==> src/rtl/nmi_apb_arbiter.sv <==
// Round-robin arbiter sharing one native-memory (valid/ready) port among NUM_MASTERS requesters.
// The winning request is registered and held for the whole downstream transaction; a hung slave is aborted by a timeout.
module nmi_apb_arbiter #(
    parameter int          NUM_MASTERS    = 2,
    parameter int          TIMEOUT_CYCLES = 255,
    parameter logic [31:0] TIMEOUT_RDATA  = 32'hDEAD_BEEF
) (
    input  logic                           clk_i,
    input  logic                           rst_n_i,
    input  logic [NUM_MASTERS-1:0]         m_valid_i,
    input  logic [NUM_MASTERS*32-1:0]      m_addr_i,
    input  logic [NUM_MASTERS*32-1:0]      m_wdata_i,
    input  logic [NUM_MASTERS*4-1:0]       m_wstrb_i,
    output logic [NUM_MASTERS-1:0]         m_ready_o,
    output logic [31:0]                    m_rdata_o,
    output logic                           s_valid_o,
    output logic [31:0]                    s_addr_o,
    output logic [31:0]                    s_wdata_o,
    output logic [3:0]                     s_wstrb_o,
    input  logic [31:0]                    s_rdata_i,
    input  logic                           s_ready_i,
    output logic [$clog2(NUM_MASTERS)-1:0] grant_o,
    output logic                           timeout_o
);

    localparam int              GW        = $clog2(NUM_MASTERS);
    localparam int              CW        = (TIMEOUT_CYCLES > 1) ? $clog2(TIMEOUT_CYCLES) : 1;
    localparam bit              TO_EN     = (TIMEOUT_CYCLES != 0);
    localparam logic [CW-1:0]   CNT_LAST  = (TIMEOUT_CYCLES > 0) ? CW'(TIMEOUT_CYCLES - 1) : '0;
    localparam logic [GW-1:0]   GRANT_RST = GW'(NUM_MASTERS - 1);

    typedef enum logic [1:0] {
        ST_IDLE = 2'd0,
        ST_BUSY = 2'd1,
        ST_DONE = 2'd2
    } state_e;

    state_e        state_q, state_d;
    logic [GW-1:0] grant_q, grant_d;
    logic          s_valid_q, s_valid_d;
    logic [31:0]   s_addr_q, s_addr_d;
    logic [31:0]   s_wdata_q, s_wdata_d;
    logic [3:0]    s_wstrb_q, s_wstrb_d;
    logic [CW-1:0] cnt_q, cnt_d;

    logic [31:0]   addr_arr  [NUM_MASTERS];
    logic [31:0]   wdata_arr [NUM_MASTERS];
    logic [3:0]    wstrb_arr [NUM_MASTERS];

    logic          pick_found;
    logic [GW-1:0] pick_idx;
    logic [GW-1:0] cand_idx;
    logic          busy_live;
    logic          accept;
    logic          abort;

    for (genvar k = 0; k < NUM_MASTERS; k++) begin : g_split
        assign addr_arr[k]  = m_addr_i[32*k +: 32];
        assign wdata_arr[k] = m_wdata_i[32*k +: 32];
        assign wstrb_arr[k] = m_wstrb_i[4*k +: 4];
    end

    // Search starts just after the last grant, so the previous winner has lowest priority.
    always_comb begin
        pick_found = 1'b0;
        pick_idx   = grant_q;
        cand_idx   = grant_q;
        for (int i = 1; i <= NUM_MASTERS; i++) begin
            cand_idx = GW'((int'(grant_q) + i) % NUM_MASTERS);
            if (!pick_found && m_valid_i[cand_idx]) begin
                pick_found = 1'b1;
                pick_idx   = cand_idx;
            end
        end
    end

    // Completion is suppressed while reset is asserted so an aborted transaction never pulses m_ready_o.
    always_comb begin
        busy_live = (state_q == ST_BUSY) && rst_n_i;
        accept    = busy_live && s_ready_i;
        abort     = busy_live && !s_ready_i && TO_EN && (cnt_q == CNT_LAST);
    end

    always_comb begin
        for (int k = 0; k < NUM_MASTERS; k++) begin
            m_ready_o[k] = (accept || abort) && (grant_q == GW'(k));
        end
        if (accept) begin
            m_rdata_o = s_rdata_i;
        end else if (abort) begin
            m_rdata_o = TIMEOUT_RDATA;
        end else begin
            m_rdata_o = '0;
        end
        timeout_o = abort;
    end

    always_comb begin
        state_d   = state_q;
        grant_d   = grant_q;
        s_valid_d = s_valid_q;
        s_addr_d  = s_addr_q;
        s_wdata_d = s_wdata_q;
        s_wstrb_d = s_wstrb_q;
        cnt_d     = cnt_q;
        case (state_q)
            ST_IDLE: begin
                if (pick_found) begin
                    state_d   = ST_BUSY;
                    grant_d   = pick_idx;
                    s_valid_d = 1'b1;
                    s_addr_d  = addr_arr[pick_idx];
                    s_wdata_d = wdata_arr[pick_idx];
                    s_wstrb_d = wstrb_arr[pick_idx];
                    cnt_d     = '0;
                end
            end
            ST_BUSY: begin
                if (accept || abort) begin
                    state_d   = ST_DONE;
                    s_valid_d = 1'b0;
                    cnt_d     = '0;
                end else begin
                    cnt_d = cnt_q + 1'b1;
                end
            end
            // One dead cycle lets the finished master withdraw its valid before the next arbitration.
            ST_DONE: begin
                state_d = ST_IDLE;
            end
            default: begin
                state_d = ST_IDLE;
            end
        endcase
    end

    always_ff @(posedge clk_i) begin
        if (!rst_n_i) begin
            state_q   <= ST_IDLE;
            grant_q   <= GRANT_RST;
            s_valid_q <= 1'b0;
            s_addr_q  <= '0;
            s_wdata_q <= '0;
            s_wstrb_q <= '0;
            cnt_q     <= '0;
        end else begin
            state_q   <= state_d;
            grant_q   <= grant_d;
            s_valid_q <= s_valid_d;
            s_addr_q  <= s_addr_d;
            s_wdata_q <= s_wdata_d;
            s_wstrb_q <= s_wstrb_d;
            cnt_q     <= cnt_d;
        end
    end

    assign s_valid_o = s_valid_q;
    assign s_addr_o  = s_addr_q;
    assign s_wdata_o = s_wdata_q;
    assign s_wstrb_o = s_wstrb_q;
    assign grant_o   = grant_q;

endmodule

==> config.mk <==
export PLATFORM = sky130hd
export DESIGN_NAME = nmi_apb_arbiter
export DESIGN_NICKNAME = d
export VERILOG_FILES = /design/src/rtl/nmi_apb_arbiter.sv
export SDC_FILE = /design/constraint.sdc
export NUM_CORES = 1
export LEC_CHECK = 0
export CORE_ASPECT_RATIO = 0.7
export CORE_MARGIN = 2
export CORE_UTILIZATION = 32
export CTS_CLUSTER_DIAMETER = 40
export DETAILED_ROUTE_END_ITERATION = 16
export GPL_TIMING_DRIVEN = 0
export PLACE_DENSITY = 0.86
export SYNTH_ARGS = -nofsm -noshare
export SYNTH_HDL_FRONTEND = slang
export SYNTH_SLANG_ARGS = --single-unit
export TNS_END_PERCENT = 20
==> constraint.sdc <==
create_clock -name clk_i -period 1.85 [get_ports clk_i]
set_input_delay 0.37 -clock clk_i [delete_from_list [all_inputs] [get_ports clk_i]]
set_output_delay 0.37 -clock clk_i [all_outputs]
set_load 0.03 [all_outputs]
==> results of run 1 <==
==> worst max-delay path: stages (launching register included) <==
cell and delay (ps):
dfxtp_4 360, inv_4 40, ha_4 140, and4b_1 210, buf_6 130, a41oi_4 200, buf_6 200, buf_12 120
buf_12 120, nor2_4 40, buf_6 130
==> flip-flops by register name, summed over array words and instances, names as in the netlist <==
signal / cells
cnt_q: 8
s_wdata_o: 32
s_valid_o: 1
state_q: 2
grant_o: 1
s_addr_o: 32
s_wstrb_o: 4
==> power by group <==
part           internal (mW)  switching, mW  leakage (nW)
Combinational           1.08           1.16          2.31
Sequential              1.92          0.120         0.667
Clock                   1.10          0.745         0.155
Total                   4.11           2.03          3.13
==> kinds of logic (layout without fill, tap and decap cells) <==
logic type      count (synthesis)  after routing  share of synthesized area (%)
simple gates                  168            168                           18.8
compound gates                 85             85                           16.2
flops                          80             80                           41.1
mux                            68             68                           17.5
buf+inv                        46            354                           5.84
fa+ha+maj                       2              2                          0.642
==> cell type report <==
type,count,share of cell area (%)
inverters,5,0.269
clock inverters,6,0.917
repair buffers,293,38.3
well taps,157,2.48
plain buffers,40,3.87
clock buffers,10,3.02
multi-input cells,323,30.7
flip-flops and latches,80,20.4
==> metrics by stage <==
stage / worst slack (ps) / cells / area [sq um] / power [mW] / util [%]
floorplan: -17.6 / 449 / 4130 / 3.22 / -
global placement: -1050 / 883 / 7100 / 4.18 / 60.1
detailed placement: -1140 / 883 / 7100 / 4.23 / 60.1
CTS: -535 / 913 / 7850 / 6.15 / 66.5
global route: -597 / 914 / 7920 / 6.40 / 67.0
finish: -543 / 914 / 7920 / 6.13 / 67.0
==> layer usage <==
metal  wire length (um)  vias to the layer above
met5                  0                        -
met4                352                        0
met3               1350                       29
met2               8140                      219
met1               6050                     2113
li1                   -                     2202
==> worst max path at each step <==
stage             start  slack, ps       endpoint  cells after the start
2_1_floorplan  cnt_q[1]        -20   m_rdata_o[0]                      6
3_3_place_gp    rst_n_i      -1050  m_rdata_o[13]                      8
3_5_place_dp    rst_n_i      -1140  m_rdata_o[12]                      8
4_1_cts        cnt_q[0]       -530  m_rdata_o[12]                     10
5_1_grt        cnt_q[0]       -600   m_rdata_o[5]                      9
6_report       cnt_q[0]       -540   m_rdata_o[3]                     10
==> cells in the mapped netlist (all sizes together), types with 2 or more instances <==
master / instances / area, sq um
nand4: 3 / 18.8
nand4b: 4 / 35.0
a31oi: 8 / 50.1
and4b: 2 / 20.0
nor2: 124 / 465
nand2: 11 / 41.3
a21oi: 3 / 15.0
and4: 2 / 20.0
mux2i: 68 / 681
clkbuf: 18 / 75.1
nand3: 5 / 25.0
a211oi: 69 / 518
nor3: 3 / 15.0
ha: 2 / 25.0
inv: 4 / 15.0
nor2b: 2 / 15.0
and2: 8 / 50.1
dfxtp: 80 / 1600
buf: 23 / 134
==> repair_timing <==
action                     CTS  global route
setup endpoints to repair  103           100
setup buffers               10             2
resized for setup          277            44
gates cloned                 4             0
pin swaps                   20             4
==> run metrics, run 1 <==
status complete, but fails checks; failing checks negative setup slack; CP Class reg2out; initial core utilization 33.0%; Mapped Nets ~620; arrival time at the worst endpoint between 2000 and 2500 ps; synthesized area 3900 sq um; met3 Use GR 6.11%; Synth Warn # 0; worst-path maximum fanout 5; Routability Congestion just over 0.8; I/O Buffers ~280; met2 usage 43.5%; CP endpoint kind output pin; gr busiest metal met2; RR Endpoint cnt_q[6]; footprint of the multi-input gates ~2400 sq um; Setup TNS Final -13300 ps; vias in the first global route about 4.7k; clock skew about 8.8 ps; VDD IR-drop max around 0.0005 V; Reg2Reg Setup Slack ~10 ps; CTS tree built; first-pass GRT wire length roughly 23000 um; register area share after synthesis about 40%; final count of hold timing violations 0; Layout area overhead 103%; Post-Syn Area per Cell a little under 9 sq um; initial antenna violation count 0; period utilization 129%; Mapped Cells between 400 and 500; die height around 96 um; DRC 0; Routed WL per cell between 15 and 20 um; Slew Limit Headroom ~65%; Sink Count 80; Hold Startpoint rst_n_i; RSZ-0062 raised after global routing true; number of synthesized flops with an enable pin 0; max-cap viol count 0; total congestion overflow 0; fmax roughly 0.42 GHz; via count between 4k and 5k; met1 usage around a quarter; #FFs+latches synth 80; HP Class in2reg; WHS Path Cells 2; Slew @ Worst Pin between 500 and 600 ps; max-slew violations 0; count of different cell masters after synthesis 35; DRT iter0 DRCs ~130; sequential cell area around 1600 sq um; slack of the critical path -543 ps; Cell Pwr Density approximately 770 nW/um^2; proportion of synthesized flip-flops having asynchronous set or reset 0%; final setup vio count 28; # rows 33; largest net degree at the start of global routing 16; Worst-path clk slew around 60 ps; first-pass iteration count of the detailed router 5; hold-fix buffers at CTS 0; fin crit period 2390 ps; post-route ant nets 0; clock tree root driver cell clkbuf_16; gr usage total between 20% and 30%; Clk Latency, worst-skew pair approximately 330 ps; final wirelength about 16000 um; die area between 10000 and 15000 sq um; CTS buffer count 9; Leakage 3.13 nW; Min Hold Slack between 400 and 500 ps; # diodes 0; chip width between 100 and 150 um; Final nets slightly above 900; Vias/cell ~5; commonest non-fill, non-tap cell in the layout clkdlybuf4s50_1; CTS HTree Levels 3; most frequent cells in the layout 239 x clkdlybuf4s50_1, 82 x nor2_1, 74 x dfxtp_1, 69 x a211oi_1, 66 x mux2i_1; Worst R2R Path Depth 8; dpl hpwl roughly 12000 um; fill count around 900; startpoint types register; Worst Hold Path EP grant_o; Placeable Area 11800 sq um; I/O Pins around 280; Post-synth top flop dfxtp_1; Max Buffers Root-to-Sink 2; Worst EP required 1480 ps; share of cells above drive strength 1 between 20% and 30%; worst r2r src cnt_q[0]
Power figures use the tool's default switching activity.
==> run 2, diff against run 1 <==
--- a/config.mk
+++ b/config.mk
@@ -11,6 +11,7 @@
 export CTS_CLUSTER_DIAMETER = 40
 export DETAILED_ROUTE_END_ITERATION = 16
 export GPL_TIMING_DRIVEN = 0
+export HOLD_SLACK_MARGIN = 0.08
 export PLACE_DENSITY = 0.86
 export SYNTH_ARGS = -nofsm -noshare
 export SYNTH_HDL_FRONTEND = slang
==> results of run 2 <==
Final layout, timing and power as in run 1 (identical DEF).
